==> config.mk <==
export PLATFORM = sky130hd
export DESIGN_NAME = data_mem_arbiter
export DESIGN_NICKNAME = d
export VERILOG_FILES = /design/src/rtl/dmem_pkg.sv /design/src/rtl/dmem_starve_ctr.sv /design/src/rtl/data_mem_arbiter.sv
export SDC_FILE = /design/constraint.sdc
export NUM_CORES = 1
export LEC_CHECK = 0
export CORE_MARGIN = 8
export CORE_UTILIZATION = 32
export DETAILED_ROUTE_END_ITERATION = 16
export GPL_ROUTABILITY_DRIVEN = 0
export PLACE_DENSITY = 0.82
export SYNTH_ARGS = -nofsm -noshare
export SYNTH_HDL_FRONTEND = slang
export SYNTH_SLANG_ARGS = --single-unit
==> constraint.sdc <==
create_clock -name CLK -period 1.8 [get_ports CLK]
set_input_delay 0.36 -clock CLK [delete_from_list [all_inputs] [get_ports CLK]]
set_output_delay 0.36 -clock CLK [all_outputs]
set_load 0.01 [all_outputs]
==> src/rtl/dmem_pkg.sv <==
`default_nettype none
// ============================================================================
// Module   : dmem_pkg
// Brief    : Shared types and default widths for the 8-bit data memory and
//            the masters that access it.
// Revision : 1.0 - initial release
// ============================================================================
package dmem_pkg;

   // Default geometry of the data memory (depth is 2**DMEM_ADDR_W).
   localparam int DMEM_ADDR_W = 8;
   localparam int DMEM_DATA_W = 8;

   // Identifies which requester owns the memory bus in a given cycle.
   typedef enum logic {
      PORT_C = 1'b0,
      PORT_D = 1'b1
   } port_e;

   // Arbitration mode; FORCE_D hands the next contention to port D.
   typedef enum logic {
      NORMAL  = 1'b0,
      FORCE_D = 1'b1
   } arb_state_e;

endpackage : dmem_pkg
`default_nettype wire

==> src/rtl/dmem_starve_ctr.sv <==
`default_nettype none
// ============================================================================
// Module   : dmem_starve_ctr
// Brief    : Saturating count of consecutive cycles in which port D asked for
//            the memory and lost; o_sat flags that D must win next contention.
// Revision : 1.0 - initial release
// ============================================================================
module dmem_starve_ctr #(
   parameter int MAX_WAIT = 4,
   parameter int CNT_W    = $clog2(MAX_WAIT + 1)
) (
   input  logic clk,
   input  logic rst,
   input  logic i_inc,
   input  logic i_clr,
   output logic o_sat
);

   localparam logic [CNT_W-1:0] C_MAX = CNT_W'(MAX_WAIT);

   logic [CNT_W-1:0] r_cnt;

   assign o_sat = (r_cnt == C_MAX);

   // Count lost cycles; a clear (grant or request withdrawn) dominates.
   always_ff @(posedge clk) begin
      if (rst) begin
         r_cnt <= '0;
      end else if (i_clr) begin
         r_cnt <= '0;
      end else if (i_inc && !o_sat) begin
         r_cnt <= r_cnt + CNT_W'(1);
      end
   end

endmodule : dmem_starve_ctr
`default_nettype wire

==> src/rtl/data_mem_arbiter.sv <==
`default_nettype none
// ============================================================================
// Module   : data_mem_arbiter
// Brief    : Shares a single-port data memory between the core load/store
//            port (C, fixed priority) and a secondary master (D) with a
//            starvation guard. Read data returns one cycle after the grant.
// Revision : 1.0 - initial release
// ============================================================================
module data_mem_arbiter
   import dmem_pkg::*;
#(
   parameter int ADDR_W   = DMEM_ADDR_W,
   parameter int DATA_W   = DMEM_DATA_W,
   parameter int MAX_WAIT = 4
) (
   input  logic              CLK,
   input  logic              RESET,
   // port C: core load/store stage
   input  logic              c_req,
   input  logic              c_wen,
   input  logic [ADDR_W-1:0] c_addr,
   input  logic [DATA_W-1:0] c_wdata,
   output logic              c_gnt,
   output logic [DATA_W-1:0] c_rdata,
   output logic              c_rvalid,
   // port D: secondary master
   input  logic              d_req,
   input  logic              d_wen,
   input  logic [ADDR_W-1:0] d_addr,
   input  logic [DATA_W-1:0] d_wdata,
   output logic              d_gnt,
   output logic [DATA_W-1:0] d_rdata,
   output logic              d_rvalid,
   // memory side
   output logic [ADDR_W-1:0] mem_addr,
   output logic [DATA_W-1:0] mem_wdata,
   output logic              mem_wen,
   input  logic [DATA_W-1:0] mem_rdata
);

   arb_state_e        w_state;
   port_e             w_winner;
   logic              w_sat;
   logic              w_c_gnt;
   logic              w_d_gnt;
   logic              w_any_gnt;
   logic              r_c_rvalid;
   logic              r_d_rvalid;
   logic [DATA_W-1:0] r_c_rdata;
   logic [DATA_W-1:0] r_d_rdata;

   // The lost-cycle counter saturating is what puts D in front of C.
   dmem_starve_ctr #(
      .MAX_WAIT (MAX_WAIT)
   ) u_starve_ctr (
      .clk   (CLK),
      .rst   (RESET),
      .i_inc (d_req & ~w_d_gnt),
      .i_clr (w_d_gnt | ~d_req),
      .o_sat (w_sat)
   );

   // Arbitration mode is a pure function of the starvation counter.
   always_comb begin
      w_state = w_sat ? FORCE_D : NORMAL;
   end

   // Grant decision; reset gates both grants so nothing reaches memory.
   always_comb begin
      w_c_gnt = 1'b0;
      w_d_gnt = 1'b0;
      if (!RESET) begin
         if (w_state == FORCE_D && d_req) begin
            w_d_gnt = 1'b1;
         end else if (c_req) begin
            w_c_gnt = 1'b1;
         end else if (d_req) begin
            w_d_gnt = 1'b1;
         end
      end
   end

   assign w_any_gnt = w_c_gnt | w_d_gnt;
   assign w_winner  = w_d_gnt ? PORT_D : PORT_C;

   // Drive the winner onto the memory bus; an idle bus is all zeros.
   always_comb begin
      mem_addr  = '0;
      mem_wdata = '0;
      mem_wen   = 1'b0;
      if (w_any_gnt) begin
         if (w_winner == PORT_D) begin
            mem_addr  = d_addr;
            mem_wdata = d_wdata;
            mem_wen   = d_wen;
         end else begin
            mem_addr  = c_addr;
            mem_wdata = c_wdata;
            mem_wen   = c_wen;
         end
      end
   end

   // Capture read data for the port that was granted a read this cycle.
   always_ff @(posedge CLK) begin
      if (RESET) begin
         r_c_rvalid <= 1'b0;
         r_d_rvalid <= 1'b0;
         r_c_rdata  <= '0;
         r_d_rdata  <= '0;
      end else begin
         r_c_rvalid <= w_c_gnt & ~c_wen;
         r_d_rvalid <= w_d_gnt & ~d_wen;
         if (w_c_gnt && !c_wen) begin
            r_c_rdata <= mem_rdata;
         end
         if (w_d_gnt && !d_wen) begin
            r_d_rdata <= mem_rdata;
         end
      end
   end

   assign c_gnt    = w_c_gnt;
   assign d_gnt    = w_d_gnt;
   assign c_rvalid = r_c_rvalid;
   assign d_rvalid = r_d_rvalid;
   assign c_rdata  = r_c_rdata;
   assign d_rdata  = r_d_rdata;

endmodule : data_mem_arbiter
`default_nettype wire

# Yosys cells after proc, flatten, opt, wreduce, memory -nomap -nowiden
# Cells that the tools add are included.
# word_totals
regBits	21
inputBits	46
out_inout_bits	37
elab_cells	39
# classes
addsub	1
eq_ne	1
mux	15
n_bitwise	9
n_reduce_logical	8
# op_table
cell	n
two-way mux 8 bit	4
two-way mux 1 bit	11
logical AND 1 bit	4
NOT 1 bit	4
adder 3 x 1 -> 3 bit, second input constant	1
bitwise AND 1 bit	3
equality test 3 bit, second input constant	1
logical NOT 1 bit	3
OR 1 bit	2
OR reduction 2 bit	1

# Longest topological paths before layout
# Gate-level depths: netlist (run 1).
# logic_depth
ltp_word	8
ltp_mapped	8
mapped_depth_nobuf	5

# Cells and area by module
# Synthesis (run 1) repeated with hierarchy kept, for this count alone.
# unflattened
cells_unflattened	102
hier_area_um2	1207.4
# by_module_without_submodules
mod	n_inst	cells_each	area_per_inst_um2	seq_area_each_um2
data_mem_arbiter	1	84	1019.7	360.3
dmem_starve_ctr	1	18	187.7	60.1

# Worst setup path after synthesis (run 1)
# No wires, ideal clock.
# synth_path
path_kind	register to output
from	reg u_starve_ctr.r_cnt[0]
to	out mem_addr[0]
arrival_ns	1.493
required_ns	1.440
path_slack_ns	-0.053
path_stages_with_launch	9
path_buffers	3
cell_sequence	dfxtp_1 inv_1 ha_1 a21bo_1 buf_6 and2_4 buf_6 buf_8 o21ai_2
# synth_between
elab_chain_len	8
# synth_lines
item	line_no	rtl
start, declared	dmem_starve_ctr.sv:21	logic [CNT_W-1:0] r_cnt;
start signal, assigned	dmem_starve_ctr.sv:32	r_cnt <= r_cnt + CNT_W'(1);
equality test 3 bit (*)	dmem_starve_ctr.sv:23	assign o_sat = (r_cnt == C_MAX);
two-way mux 1 bit (*)	data_mem_arbiter.sv:65	w_state = w_sat ? FORCE_D : NORMAL;
logical AND 1 bit (*)	data_mem_arbiter.sv:73	if (w_state == FORCE_D && d_req) begin
two-way mux 1 bit (*)	data_mem_arbiter.sv:73	
two-way mux 1 bit (*)	data_mem_arbiter.sv:72	if (!RESET) begin
via d_gnt	data_mem_arbiter.sv:31	output logic d_gnt,
two-way mux 1 bit	data_mem_arbiter.sv:84	assign w_winner = w_d_gnt ? PORT_D : PORT_C;
two-way mux 8 bit	data_mem_arbiter.sv:92	if (w_winner == PORT_D) begin
two-way mux 8 bit (*)	data_mem_arbiter.sv:91	if (w_any_gnt) begin
end, declared	data_mem_arbiter.sv:35	output logic [ADDR_W-1:0] mem_addr,
# Mark *: on every way through the listed nets, which the timed path passes. The rest lies on a longest branch.

# Final worst setup path (run 1)
# layout_path
from	reg u_starve_ctr.r_cnt[0]
to	out mem_wdata[1]
# layout_between
elab_chain_len	8
# layout_lines
item	line_no	rtl
equality test 3 bit (*)	dmem_starve_ctr.sv:23	
two-way mux 1 bit (*)	data_mem_arbiter.sv:65	
logical AND 1 bit (*)	data_mem_arbiter.sv:73	
two-way mux 1 bit	data_mem_arbiter.sv:73	
two-way mux 1 bit	data_mem_arbiter.sv:72	
two-way mux 1 bit	data_mem_arbiter.sv:84	
two-way mux 8 bit	data_mem_arbiter.sv:92	
two-way mux 8 bit (*)	data_mem_arbiter.sv:91	
end, declared	data_mem_arbiter.sv:36	output logic [DATA_W-1:0] mem_wdata,
# Mark *: on every way between the ends. The rest lies on a longest branch, timed or not.

==> summary.txt, run 1 <==
Route
  – Drt via density: 4.78
  – Routed WL per cell: 15.7 um
  – Antenna viol nets, final: 0
  – Iteration-0 DRC Markers: 56
  – Vias: 1410
  – DRC viols: 0
  – Drt pass-1 iters: 4
  – Routed WL: 4.64 mm

Synthesis
  – Post-synth EDFFs: 0
  – Synth cell types: 25
  – Ys async rst share: 0
  – Synth warnings: 0
  – Largest cells by area after synthesis: dfxtp_1 (35%), nand3_1 (14%), o21ai_0 (10%)
  – Synth Instances: 154
  – Post-synth top area share: 0.350
  – Mapped Area: 0.00120 sq mm
  – Mapped Nets: 202
  – Sequential-to-total area share from yosys stat: 0.350
  – Most common flop cell mapped by yosys: dfxtp_1
  – Synth Register Bits: 21
  – Leading area contributor after synthesis: dfxtp_1
  – Mapped Avg Cell Area: 7.81 sq um

Run status
  – Failing checks: setup timing
  – Status: finished, violations left

Timing
  – Worst slew pin tran: 0.343 ns
  – Relative slew slack: 0.771
  – Final hold vios: 0
  – Hold slack: 0.477 ns
  – Max Slew Vio Count: 0
  – Tcrit/Tclk final: 1.08
  – # setup viols final: 18
  – Post-route worst setup slack: -0.140 ns
  – Max frequency: 515 MHz
  – Clk_skew: 0.00228 ns
  – Unrepaired setup endpoints after global routing: yes
  – Setup TNS Final: -1.58 ns
  – Fin crit period: 1.94 ns

Clock network
  – CTS tree: done
  – CTS root buffer: clkbuf_8
  – CTS H-tree depth: 1
  – Later-pin clock latency in the skew report: 0.25 ns
  – Worst-path clk slew: 0.07 ns
  – Clock Tree Buf Depth: 2
  – Cts bufs inserted: 3
  – Num Clock Sinks: 21

Power
  – Leak: 0.885 nW
  – Sequential power share: 0.421
  – Switch share: 0.260
  – Net Sw Power: 305 uW
  – Logic pwr share: 0.326
  – Clock group share of total power: 0.253
  – Internal power: 869 uW
  – Total Power: 1.17 mW
  – Max VDD drop: 0.320 mV
  – Cell Pwr Density: 514 mW/mm^2

Global routing
  – GR Util All Layers: 0.144
  – First-pass GRT wire length: 7.20 mm
  – Largest net degree at the start of global routing: 27
  – Vias in the first global route: 1436
  – Initial antenna violation count: 0
  – Grt ovf: 0

Job
  – Max cap viols: 0

Layout
  – Final cell count without fillers: 295
  – Filler Cell Count: 335
  – Most common cell after layout, fill and taps aside: clkdlybuf4s50_1
  – Final #Nets: 296
  – Area grow syn2layout: 90.0%
  – # diodes: 0
  – Layout cells sized above 1: 0.251
  – Most frequent cells in the layout: clkdlybuf4s50_1 (60), nand3_1 (34), nand2_1 (19), o21ai_0 (19), dfxtp_1 (19)

Setup path
  – Crit. End Element: primary output
  – Worst r2r src: u_starve_ctr.r_cnt[0]$_SDFFE_PP0P_
  – Critical Path Fanout Max: 8
  – Worst r2r dst: c_rdata[4]$_SDFFE_PP0P_
  – Reg2reg path depth: 7
  – WP data required: 1.44 ns
  – Critical Path AT: 1.58 ns
  – Kind of critical path: flop to primary output
  – Worst setup SP type: flop
  – Flop2flop setup slack: 0.26 ns

Hold path
  – HP Class: flop to flop
  – Hold path cells: 2
  – HP Start: d_rdata[7]$_SDFFE_PP0P_
  – WHS Endpoint: d_rdata[7]$_SDFFE_PP0P_

Floorplanning
  – Floorplan core area: 0.00363 sq mm
  – Row Count: 22
  – Starting density of the core: 0.331
  – Die X: 77.3 um
  – Die ar.: 0.00598 sq mm
  – Die Ht: 77.3 um
  – IO Count: 83

Placement
  – Port buffer count: 82
  – Final HPWL from detailed placement: 3.52 mm
  – Post-Place Cells: 288
## stage by stage
step,setup slack [ns],cell area [sq um],utilization
finish,-0.140,2280,0.629
detailed placement,-0.662,2220,0.611
global placement,-0.643,2220,0.611
CTS,-0.147,2270,0.624
global route,-0.201,2280,0.629
floorplan,0.00344,1280,-
## worst max-delay path, cell delays in order (launching register included)
cell	delay, ns
dfxtp_2	0.34
inv_2	0.04
ha_4	0.15
a21bo_4	0.22
and2_4	0.17
buf_12	0.15
o21ai_4	0.13
buf_6	0.12
## repair_timing
| action | in CTS | in global routing |
|---|---|---|
| hold buffers | 0 | 0 |
| setup buffers | 1 | 1 |
| pin swaps | 4 | 5 |
| gates cloned | 1 | 0 |
| gates resized for setup | 99 | 8 |
| endpoints found under the setup margin | 19 | 19 |
## how the worst max path moves through the flow
stage	end	from	cells past startpoint	slack, ns
2_1_floorplan	mem_addr[2]	u_starve_ctr.r_cnt[0]$_SDFFE_PP0P_	7	0.003
3_3_place_gp	mem_wdata[1]	c_req	6	-0.64
3_5_place_dp	d_gnt	d_req	5	-0.66
4_1_cts	mem_wdata[1]	u_starve_ctr.r_cnt[0]$_SDFFE_PP0P_	7	-0.15
5_1_grt	mem_wdata[1]	u_starve_ctr.r_cnt[1]$_SDFFE_PP0P_	7	-0.20
6_report	mem_wdata[1]	u_starve_ctr.r_cnt[0]$_SDFFE_PP0P_	7	-0.14
## flip-flops by register name (all words and copies together) (netlist names)
register and cells:
c_rdata 8, d_rdata 8, u_starve_ctr.r_cnt 3, c_rvalid 1
d_rvalid 1
## layer usage
metal  track usage  vias to the layer above  wire length [um]  part of all wire
met5             0                        -                 0                 0
met1         0.170                      659              1880              0.40
met4        0.0340                        0                68             0.015
met2         0.262                       31              2540              0.55
met3        0.0233                        6               155             0.033
li1              -                      714                 -                 -
## Yosys cell counts (4+ instances only)
library cell,instances
nand3_1,34
nand2_1,19
buf_2,4
nand2b_1,16
o21ai_0,24
dfxtp_1,21
clkbuf_1,4
o21ai_2,9
## power by group through the flow
| stage | sequential [mW] | clock (mW) | combinational (mW) |
|---|---|---|---|
| 2_1_floorplan | 0.511 | 0 | 0.140 |
| 3_3_place_gp | 0.504 | 0 | 0.379 |
| 3_5_place_dp | 0.504 | 0 | 0.383 |
| 4_1_cts | 0.494 | 0.307 | 0.380 |
| 5_1_grt | 0.496 | 0.333 | 0.409 |
| 6_report | 0.494 | 0.297 | 0.382 |
## cell type report
cell class | count | area, sq um | area share
Multi-Input combinational cell | 119 | 788 | 0.345
Inverter | 2 | 7.51 | 0.00329
Sequential cell | 21 | 423 | 0.185
Clock buffer | 4 | 45.0 | 0.0197
Tap cell | 48 | 60.1 | 0.0263
Timing Repair Buffer | 101 | 961 | 0.421
## cell families after synthesis
logic type,after synthesis,share of synthesized area
buffers and inverters,15,0.0791
DFF,21,0.350
and+or+nand+nor,80,0.360
AOI/OAI and AO/OA,35,0.182
adders and majority gates,2,0.0208
muxes,1,0.00832
(Power assumes the default switching activity.)
==> run 2: changes to the inputs <==
--- a/config.mk
+++ b/config.mk
@@ -9,7 +9,8 @@
 export CORE_UTILIZATION = 32
 export DETAILED_ROUTE_END_ITERATION = 16
 export GPL_ROUTABILITY_DRIVEN = 0
-export PLACE_DENSITY = 0.82
+export GPL_TIMING_DRIVEN = 0
+export PLACE_DENSITY = 0.77
 export SYNTH_ARGS = -nofsm -noshare
 export SYNTH_HDL_FRONTEND = slang
 export SYNTH_SLANG_ARGS = --single-unit
==> summary.txt, run 2 (synthesis gave the netlist of run 1 again) <==
Run status
  – Status: finished, violations left
  – Failing checks: setup timing

Power
  – Cell Pwr Density: 493 mW/mm^2 (-4.0%)
  – Max VDD drop: 0.481 mV (+50%)
  – Leak: 0.963 nW (+8.9%)
  – Total Power: 1.24 mW (+5.7%)

Route
  – Iteration-0 DRC Markers: 42 (-25%)
  – Routed WL: 4.87 mm (+4.9%)
  – Drt pass-1 iters: 4 (unchanged)
  – Routed WL per cell: 16.1 um (+2.4%)
  – Drt via density: 4.84 (+1.2%)
  – DRC viols: 0 (unchanged)
  – Vias: 1461 (+3.6%)
  – Antenna viol nets, final: 0 (unchanged)

Setup path
  – Critical path's top delay family: compound AO/OA/AOI/OAI gates
  – Critical Path AT: 1.61 ns (+0.03 ns)
  – Crit path launch: u_starve_ctr.r_cnt[0]$_SDFFE_PP0P_
  – Worst r2r dst: d_rdata[3]$_SDFFE_PP0P_
  – Worst r2r src: u_starve_ctr.r_cnt[0]$_SDFFE_PP0P_
  – Cell Chain, Critical Path: inv_2 > ha_4 > a21bo_4 > and2_4 > buf_16 > o21ai_4 > buf_6
  – Kind of critical path: flop to primary output
  – Crit-path slowest cell: dfxtp_2
  – Worst setup SP type: flop
  – Reg2reg path depth: 8 (+1)
  – Crit. End Element: primary output
  – Slowest stage delay, CP: 0.34 ns (about the same)
  – Worst setup path end: mem_wdata[0]
  – Critical Path Fanout Max: 5 (-3)
  – Flop2flop setup slack: 0.19 ns (-0.07 ns)
  – WP data required: 1.44 ns (about the same)
  – CP Buf/Inv Count: 3 (unchanged)
  – Crit path depth: 7 (unchanged)

Floorplanning
  – Floorplan core area: 0.00363 sq mm (unchanged)
  – IO Count: 83 (unchanged)
  – Starting density of the core: 0.331 (unchanged)
  – Row Count: 22 (unchanged)
  – Die ar.: 0.00598 sq mm (unchanged)
  – Die Ht: 77.3 um (unchanged)
  – Die X: 77.3 um (unchanged)

Layout
  – Final cell count without fillers: 302 (+2.4%)
  – Filler Cell Count: 314 (-6.3%)
  – Area grow syn2layout: 109%
  – Final #Nets: 303 (+2.4%)
  – Footprint of the multi-input gates: 895 sq um (+13%)
  – Most frequent cells in the layout: clkdlybuf4s50_1 (60), nand2_1 (19), nand3_1 (19), dfxtp_1 (19)
  – Layout cells sized above 1: 0.354 (+0.103)
  – # diodes: 0 (unchanged)
  – Most common cell after layout, fill and taps aside: clkdlybuf4s50_1
  – Final core occ: 0.692 (+0.0637)
  – FF/Latch Area: 423 sq um (unchanged)
  – Design Area, Final: 0.00252 sq mm (+10%)

Clock network
  – Worst-path clk slew: 0.08 ns (about the same)
  – CTS root buffer: clkbuf_8
  – Later-pin clock latency in the skew report: 0.26 ns (about the same)
  – Num Clock Sinks: 21 (unchanged)
  – CTS tree: done
  – Hold buffers post-CTS: 0 (unchanged)
  – Cts bufs inserted: 3 (unchanged)
  – CTS H-tree depth: 1 (unchanged)
  – Clock Tree Buf Depth: 2 (unchanged)

Global routing
  – Grt ovf: 0 (unchanged)
  – Largest net degree at the start of global routing: 12 (-56%)
  – First-pass GRT wire length: 7.87 mm (+9.2%)
  – Vias in the first global route: 1552 (+8.1%)
  – Initial antenna violation count: 0 (unchanged)
  – GR Util All Layers: 0.159 (+0.0153)

Placement
  – Placed standard-cell area: 0.00216 sq mm (-2.7%)
  – Post-Place Cells: 284 (-1.4%)
  – Final HPWL from detailed placement: 3.29 mm (-6.3%)
  – Port buffer count: 82 (unchanged)

Timing
  – Relative slew slack: 0.624 (-0.148)
  – Tcrit/Tclk final: 1.10 (+0.0189)
  – Final hold vios: 0 (unchanged)
  – Max Slew Vio Count: 0 (unchanged)
  – # setup viols final: 18 (unchanged)
  – Unrepaired setup endpoints after global routing: yes
  – Clk_skew: 0.00170 ns (-0.000583 ns)
  – Fin crit period: 1.97 ns (+0.0339 ns)
  – Max frequency: 506 MHz (-1.7%)
  – Post-route worst setup slack: -0.174 ns (-0.0339 ns)
  – Setup TNS Final: -2.15 ns (-0.570 ns)
  – Worst slew pin tran: 0.562 ns (+0.219 ns)

Hold path
  – HP Class: flop to flop

Job
  – Max cap viols: 0 (unchanged)
-- run 2: cell count changes in the layout (fill, tap and decap cells not counted), sizes merged --
cell,change
clkbuf,+5
dlygate4sd2,-2
buf,+4
-- run 2: layout make-up --
type | count | area share
tap | 48 | 0.0239
inverter | 2 | 0.00298
sequential | 21 | 0.168
clock buffer | 4 | 0.0179
multi-input combinational | 119 | 0.356
buffer | 11 | 0.0567
timing repair buffer | 97 | 0.375
-- run 2: worst min path at each step --
stage                                                   from                                  to  slack (ns)  cells past startpoint
after floorplan           u_starve_ctr.r_cnt[0]$_SDFFE_PP0P_  u_starve_ctr.r_cnt[0]$_SDFFE_PP0P_        0.42                      1
after global placement    u_starve_ctr.r_cnt[0]$_SDFFE_PP0P_  u_starve_ctr.r_cnt[0]$_SDFFE_PP0P_        0.44                      1
after detailed placement  u_starve_ctr.r_cnt[0]$_SDFFE_PP0P_  u_starve_ctr.r_cnt[0]$_SDFFE_PP0P_        0.45                      1
after CTS                            d_rdata[5]$_SDFFE_PP0P_             d_rdata[5]$_SDFFE_PP0P_        0.48                      2
after global routing                 d_rdata[7]$_SDFFE_PP0P_             d_rdata[7]$_SDFFE_PP0P_        0.50                      2
final                                d_rdata[5]$_SDFFE_PP0P_             d_rdata[5]$_SDFFE_PP0P_        0.47                      2
-- run 2: power breakdown --
| group | internal (mW) | switching [mW] |
|---|---|---|
| registers | 0.483 | 0.00907 |
| logic | 0.261 | 0.177 |
| clock network | 0.158 | 0.153 |
| total | 0.902 | 0.338 |
-- run 2: layer usage --
metal,global-route usage,wire length (um),vias up
met3,0.0420,261,8
met4,0.0623,110,0
li1,-,-,730
met2,0.277,2490,43
met1,0.180,2010,680
met5,0,0,-
-- run 2: what timing repair did --
action / CTS / global route
buffers inserted: 11 / 2
endpoints found under the setup margin: 27 / 19
cloned: 4 / 0
gates resized for setup: 147 / 13
pin swaps: 10 / 8
-- run 2: worst reg2reg max path: stages (launching register included) --
cell and delay, ns:
dfxtp_2 0.34, inv_2 0.05, ha_4 0.15, a21bo_4 0.23, buf_8 0.14, buf_6 0.12
and2_1 0.12, buf_2 0.17, o21ai_0 0.21
-- run 2: through the flow --
stage	hold WS, ns	setup WS [ns]
after floorplan	0.425	0.00344
after global placement	0.443	-1.08
after detailed placement	0.452	-1.11
after CTS	0.475	-0.223
after global routing	0.502	-0.232
final	0.473	-0.174
